$ cat src/rtl/ram_arbiter.sv
// Two-requester round-robin front end for a single-port synchronous RAM.
// Accepted commands flow through three registered stages: issue (drives
// the RAM pins), capture (RAM output register is valid), and response
// (per-requester read strobe). Writes leave the pipeline after issue.
module ram_arbiter #(
  parameter int DATA_WIDTH = 8,
  parameter int ADDR_WIDTH = 3
) (
  input  logic                  clk,
  input  logic                  rst_n,
  input  logic                  req0_valid,
  output logic                  req0_ready,
  input  logic                  req0_we,
  input  logic [ADDR_WIDTH-1:0] req0_addr,
  input  logic [DATA_WIDTH-1:0] req0_wdata,
  output logic                  rsp0_valid,
  output logic [DATA_WIDTH-1:0] rsp0_rdata,
  input  logic                  req1_valid,
  output logic                  req1_ready,
  input  logic                  req1_we,
  input  logic [ADDR_WIDTH-1:0] req1_addr,
  input  logic [DATA_WIDTH-1:0] req1_wdata,
  output logic                  rsp1_valid,
  output logic [DATA_WIDTH-1:0] rsp1_rdata,
  output logic                  ram_en,
  output logic                  ram_we,
  output logic [ADDR_WIDTH-1:0] ram_addr,
  output logic [DATA_WIDTH-1:0] ram_din,
  input  logic [DATA_WIDTH-1:0] ram_dout,
  output logic                  busy
);

  // ptr names the requester that wins when both are valid
  logic                  ptr;
  logic                  grant0;
  logic                  grant1;
  logic                  accept;
  logic                  sel_we;
  logic [ADDR_WIDTH-1:0] sel_addr;
  logic [DATA_WIDTH-1:0] sel_wdata;

  logic                  iss_valid;
  logic                  iss_rd;
  logic                  iss_tag;
  logic                  cap_valid;
  logic                  cap_tag;

  // Grant and command select; rst_n gating keeps ready low while in reset
  always_comb begin
    grant0    = rst_n & req0_valid & (~req1_valid | ~ptr);
    grant1    = rst_n & req1_valid & (~req0_valid |  ptr);
    accept    = grant0 | grant1;
    sel_we    = grant1 ? req1_we    : req0_we;
    sel_addr  = grant1 ? req1_addr  : req0_addr;
    sel_wdata = grant1 ? req1_wdata : req0_wdata;
  end

  assign req0_ready = grant0;
  assign req1_ready = grant1;

  // Round-robin pointer: after a grant, favour the other requester
  always_ff @(posedge clk or negedge rst_n) begin
    if (!rst_n) begin
      ptr <= 1'b0;
    end else if (accept) begin
      ptr <= grant0;
    end
  end

  // Issue stage: registered RAM controls plus tag and read flag
  always_ff @(posedge clk or negedge rst_n) begin
    if (!rst_n) begin
      iss_valid <= 1'b0;
      iss_rd    <= 1'b0;
      iss_tag   <= 1'b0;
      ram_we    <= 1'b0;
      ram_addr  <= '0;
      ram_din   <= '0;
    end else begin
      iss_valid <= accept;
      iss_rd    <= accept & ~sel_we;
      ram_we    <= accept &  sel_we;
      if (accept) begin
        iss_tag  <= grant1;
        ram_addr <= sel_addr;
        ram_din  <= sel_wdata;
      end
    end
  end

  assign ram_en = iss_valid;

  // Capture stage: tracks the read whose data is on ram_dout this cycle
  always_ff @(posedge clk or negedge rst_n) begin
    if (!rst_n) begin
      cap_valid <= 1'b0;
      cap_tag   <= 1'b0;
    end else begin
      cap_valid <= iss_valid & iss_rd;
      cap_tag   <= iss_tag;
    end
  end

  // Response stage: one-cycle strobe; read data holds until the next read
  always_ff @(posedge clk or negedge rst_n) begin
    if (!rst_n) begin
      rsp0_valid <= 1'b0;
      rsp1_valid <= 1'b0;
      rsp0_rdata <= '0;
      rsp1_rdata <= '0;
    end else begin
      rsp0_valid <= cap_valid & ~cap_tag;
      rsp1_valid <= cap_valid &  cap_tag;
      if (cap_valid && !cap_tag) rsp0_rdata <= ram_dout;
      if (cap_valid &&  cap_tag) rsp1_rdata <= ram_dout;
    end
  end

  assign busy = iss_valid | cap_valid | rsp0_valid | rsp1_valid;

endmodule

$ cat config.mk
export PLATFORM = sky130hd
export DESIGN_NAME = ram_arbiter
export DESIGN_NICKNAME = d
export VERILOG_FILES = /design/src/rtl/ram_arbiter.sv
export SDC_FILE = /design/constraint.sdc
export NUM_CORES = 1
export LEC_CHECK = 0
export ABC_CLOCK_PERIOD_IN_PS = 1300
export CORE_MARGIN = 2
export CORE_UTILIZATION = 26
export DETAILED_ROUTE_END_ITERATION = 8
export GPL_TIMING_DRIVEN = 0
export PLACE_DENSITY = 0.65
export SKIP_LAST_GASP = 1
export SYNTH_ARGS = -nofsm -noshare
export SYNTH_HDL_FRONTEND = slang
export SYNTH_SLANG_ARGS = --single-unit
$ cat constraint.sdc
create_clock -name clk -period 1.3 [get_ports clk]
set_input_delay 0.195 -clock clk [delete_from_list [all_inputs] [get_ports clk]]
set_output_delay 0.195 -clock clk [all_outputs]
set_load 0.02 [all_outputs]
---- After elaboration in Yosys (flattened, before gate mapping) ----
Index checks and enable logic that the tools add are counted.
cells by class
  muxes and demuxes ....................... 3
  bitwise logic cells ..................... 20
  reductions and logical operators ........ 3
operators with widths
  kind                 count
  $and A1 B1 Y1        9
  $mux W8              1
  $or A1 B1 Y1         6
  $not A1 Y1           5
  $mux W3              1
  $logic_and A1 B1 Y1  2
  $logic_not A1 Y1     1
  $mux W1              1
word-level totals
  bits in registers ....................... 36
  bits of input ports ..................... 36
  output and inout bits ................... 34
  logic and storage cells ................. 39

---- Depth between registers and ports, before layout ----
  word-level depth ........................ 6
  gate-level depth with buffers ........... 4
  mapped depth without buffers ............ 3

---- Least setup slack after synthesis ----
No wires, ideal clock.
  path type ............................... register to output
  from .................................... reg iss_valid (netlist: ram_en)
  to ...................................... out busy
  arrival ................................. 1092 ps
  required time ........................... 1105 ps
  slack ................................... 13 ps
  stages on the path, launching flop included .. 2
  buffers on the path ..................... 0
  path through ............................ dfrtp_1 or4_1
between the ends
  cells in the longest elaborated chain, start to end .. 3
RTL lines
  what                        line  text
  start: declaration          42    logic iss_valid;
  start signal: assignment    80    iss_valid <= accept;
  $or A1 B1 Y1 (3 in series)  119   assign busy = iss_valid | cap_valid | rsp0_valid | rsp1_valid;
  end: declaration            30    output logic busy
Every way passes these cells.

---- Worst setup path after layout ----
  from .................................... reg rsp1_valid
  to ...................................... out busy
between the ends
  cells in the longest elaborated chain, start to end .. 1
RTL lines
  what                      line  text
  start: declaration        23    output logic rsp1_valid,
  start signal: assignment  113   rsp1_valid <= cap_valid & cap_tag;
  $or A1 B1 Y1              119
Every way passes these cells.

==> run metrics <==
final setup fails=2; switching share of power=0.312; share of total power in sequential cells=0.405; total via count after detailed routing=1255; most frequent cells after synthesis=sky130_fd_sc_hd__dfrtp_1 (36), sky130_fd_sc_hd__mux2_2 (16), sky130_fd_sc_hd__nor2_1 (10); CTS tree=built; growth of design area from synthesis to finish=64.5%; top cell type's share of synthesized area=0.600; final worst clock skew=0.00610 ns; Sequential Area=902 sq um; reported leakage power=0.00112 uW; initial core utilization=0.271; number of placement rows=27; unrepaired setup endpoints after global routing=true; Tightest Pin Transition=0.242 ns; half-perimeter wire length of the detailed placement result=2.59 mm; Die Y=80.0 microns; drt first pass iters=4; maximum VDD drop=0.692 mV; final critical-path required period=1.53 ns; total length of routed met2 wires=1.82 mm; post-synthesis instance total=122; pwr/cell area=1510 mW/mm^2; I/O Buffers=69; remaining antenna violation count after routing=0; number of warnings printed during yosys synthesis=0; count of endpoints failing hold in the final timing report=36; pin count of the biggest net entering global routing=41; first-pass GRT wire length=5.99 mm; least setup slack across all paths after layout=-0.226 ns; area occupied by multi-input gates=537 sq um; Total Nets Final=243; Worst R2R Start=ptr; maximum clock path buffer count=2; number of distinct standard cells referenced by the synthesized netlist=25; Core ar.=0.00554 sq mm; Post-Place Cell Area=0.00228 sq mm; Tot Pwr=3740 uW; Mean Syn Cell Area=12.3 sq um; routed wire length per instance=13.9 microns; element type at the critical path end=output pin; total grt overflow=0; Hold Crit Class=primary input to asynchronous set/reset pin; Clk Tree Root Cell=sky130_fd_sc_hd__clkbuf_8; final non-filler cell total=280; Post-synth top flop=sky130_fd_sc_hd__dfrtp_1; Global Route Usage Sum=0.127; top routing layer used=met4; clock network fraction of total power=0.256; vias per std cell=4.48; maximum frequency from static timing analysis=655 MHz; endpoint of the most critical register-to-register path=iss_tag; post-synthesis cell type with the largest combined area=sky130_fd_sc_hd__dfrtp_1; io pins=70; width of the chip=80.0 microns; Net Count, Synth=158; status=complete, but fails checks; Num CTS Buffers=5; crit path DAT=1.33 ns; final slew viol count=0; Die ar.=0.00640 sq mm; first-iteration detailed-routing DRC count=42; asr flop ratio synth=1.00; worst slew margin relative to its limit=0.837; top-count cell post-synth=sky130_fd_sc_hd__dfrtp_1; Clk pin slew, worst setup/hold paths=0.07 ns; residual DRC count=0; internal portion of total power=2570 uW; worst-case reg-to-reg path depth=6; count of maximum capacitance violations=0; type of element launching the critical path=flop; Setup CP Type=flop to output pin; power dissipated by switching net loads=1170 uW; antenna diode count=0; Critical Path Fanout Max=2; placed cell count=263; FF+latch count, synth=36; initial antenna violation count=0; final worst path period share=1.17; Critical Path RT=1.11 ns; count of flip-flops with a built-in enable after synthesis=0; H-tree levels=2; R2R setup slack=0.07 ns; GPL Wtd Cong=0.773; insertion delay of the later-clocked pin in the worst-skew pair=0.29 ns; fraction of layout cells with a size suffix above 1=0.250; number of clock sinks seen by CTS=36; Comb power frac=0.339; Syn Std Cell Area=0.00150 sq mm; top area cells in the synthesized netlist=sky130_fd_sc_hd__dfrtp_1 (60%), sky130_fd_sc_hd__mux2_2 (12%), sky130_fd_sc_hd__a31oi_1 (3.8%); detailed-routing wirelength on met1=1.62 mm; final-layout worst hold slack=-0.258 ns; violated checks=hold timing, setup timing; vias in the first global route=1260; post-route cell area=0.00247 sq mm; number of fill cells in the layout=573; total routed wirelength=3.91 mm; part of the Yosys area used for sequential elements=0.600; placement-stage worst setup slack=-1.10 ns; WL met3=411 microns
## worst max-delay path, cell delays in order, from the launching register on
cell and delay (ns):
sky130_fd_sc_hd__dfrtp_1 0.37, sky130_fd_sc_hd__or4_4 0.53, sky130_fd_sc_hd__buf_6 0.14
## worst max path at each step
stage	startpoint	cells after the start	to	slack (ns)
6_report	rsp1_valid	2	busy	-0.23
5_1_grt	cap_valid	2	busy	-0.27
4_1_cts	cap_valid	2	busy	-0.25
3_5_place_dp	rst_n	5	req1_ready	-1.10
3_3_place_gp	rst_n	5	req1_ready	-2.31
2_1_floorplan	ram_en	1	busy	0.01
## metal layers
metal / vias to the layer above / GRT usage
met1: 575 / 0.152
li1: 608 / -
met2: 65 / 0.203
met4: 0 / 0.0559
met5: - / 0
met3: 7 / 0.0498
## layout by cell type (no fill, tap or decap), types with 7 or more instances in the layout
cell,Yosys,layout
sky130_fd_sc_hd__a31oi_1,9,9
sky130_fd_sc_hd__nor2_1,10,10
sky130_fd_sc_hd__clkbuf_8,2,7
sky130_fd_sc_hd__buf_6,3,8
sky130_fd_sc_hd__dfrtp_1,36,35
sky130_fd_sc_hd__mux2_2,16,16
sky130_fd_sc_hd__buf_4,2,9
sky130_fd_sc_hd__nand3_1,9,9
sky130_fd_sc_hd__clkdlybuf4s50_1,0,32
sky130_fd_sc_hd__dlygate4sd2_1,0,32
## cells by family after synthesis
logic type,Yosys count,synth area share
muxes,16,0.120
and+or+nand+nor,31,0.107
DFF,36,0.600
AOI/OAI and AO/OA,28,0.112
buffers and inverters,11,0.0608
## layout make-up
class                           count  area share
Buffer                              6      0.0294
Clock buffer                        6      0.0294
Clock inverter                      2      0.0142
Inverter                            4     0.00608
Multi-Input combinational cell     75       0.217
Sequential cell                    36       0.365
Tap cell                           72      0.0365
Timing Repair Buffer               79       0.302
## power groups by stage
stage	Combinational, uW	Sequential (uW)	Clock, uW
final	1270	1510	959
after global routing	1360	1550	1040
after CTS	1240	1520	994
after detailed placement	1390	1550	0
after global placement	1370	1540	0
after floorplan	346	1850	0
## flip-flops by register name, indices dropped and copies added (netlist names)
signal and count:
rsp0_rdata 8, rsp0_valid 1, rsp1_valid 1, ram_din 8
ram_we 1, ptr 1, cap_valid 1, iss_tag 1
cap_tag 1, ram_addr 3, rsp1_rdata 8, iss_rd 1
ram_en 1
## what timing repair did
| item | 4_1_cts | 5_1_grt |
|---|---|---|
| gates cloned | 0 | 1 |
| setup buffers | 7 | 3 |
| gates resized for setup | 51 | 17 |
| endpoints found under the setup margin | 49 | 23 |
| endpoints found under the hold margin | 36 | 36 |
| pin swaps | 1 | 1 |
## metrics by stage
stage	setup TNS (ns)	utilization	hold WS, ns
after global routing	-0.425	0.446	-0.251
after floorplan	0	-	-0.101
after global placement	-64.64	0.412	0.364
after CTS	-0.996	0.436	-0.194
after detailed placement	-10.27	0.411	0.360
final	-0.263	0.446	-0.258
Power figures use the tool's default switching activity.
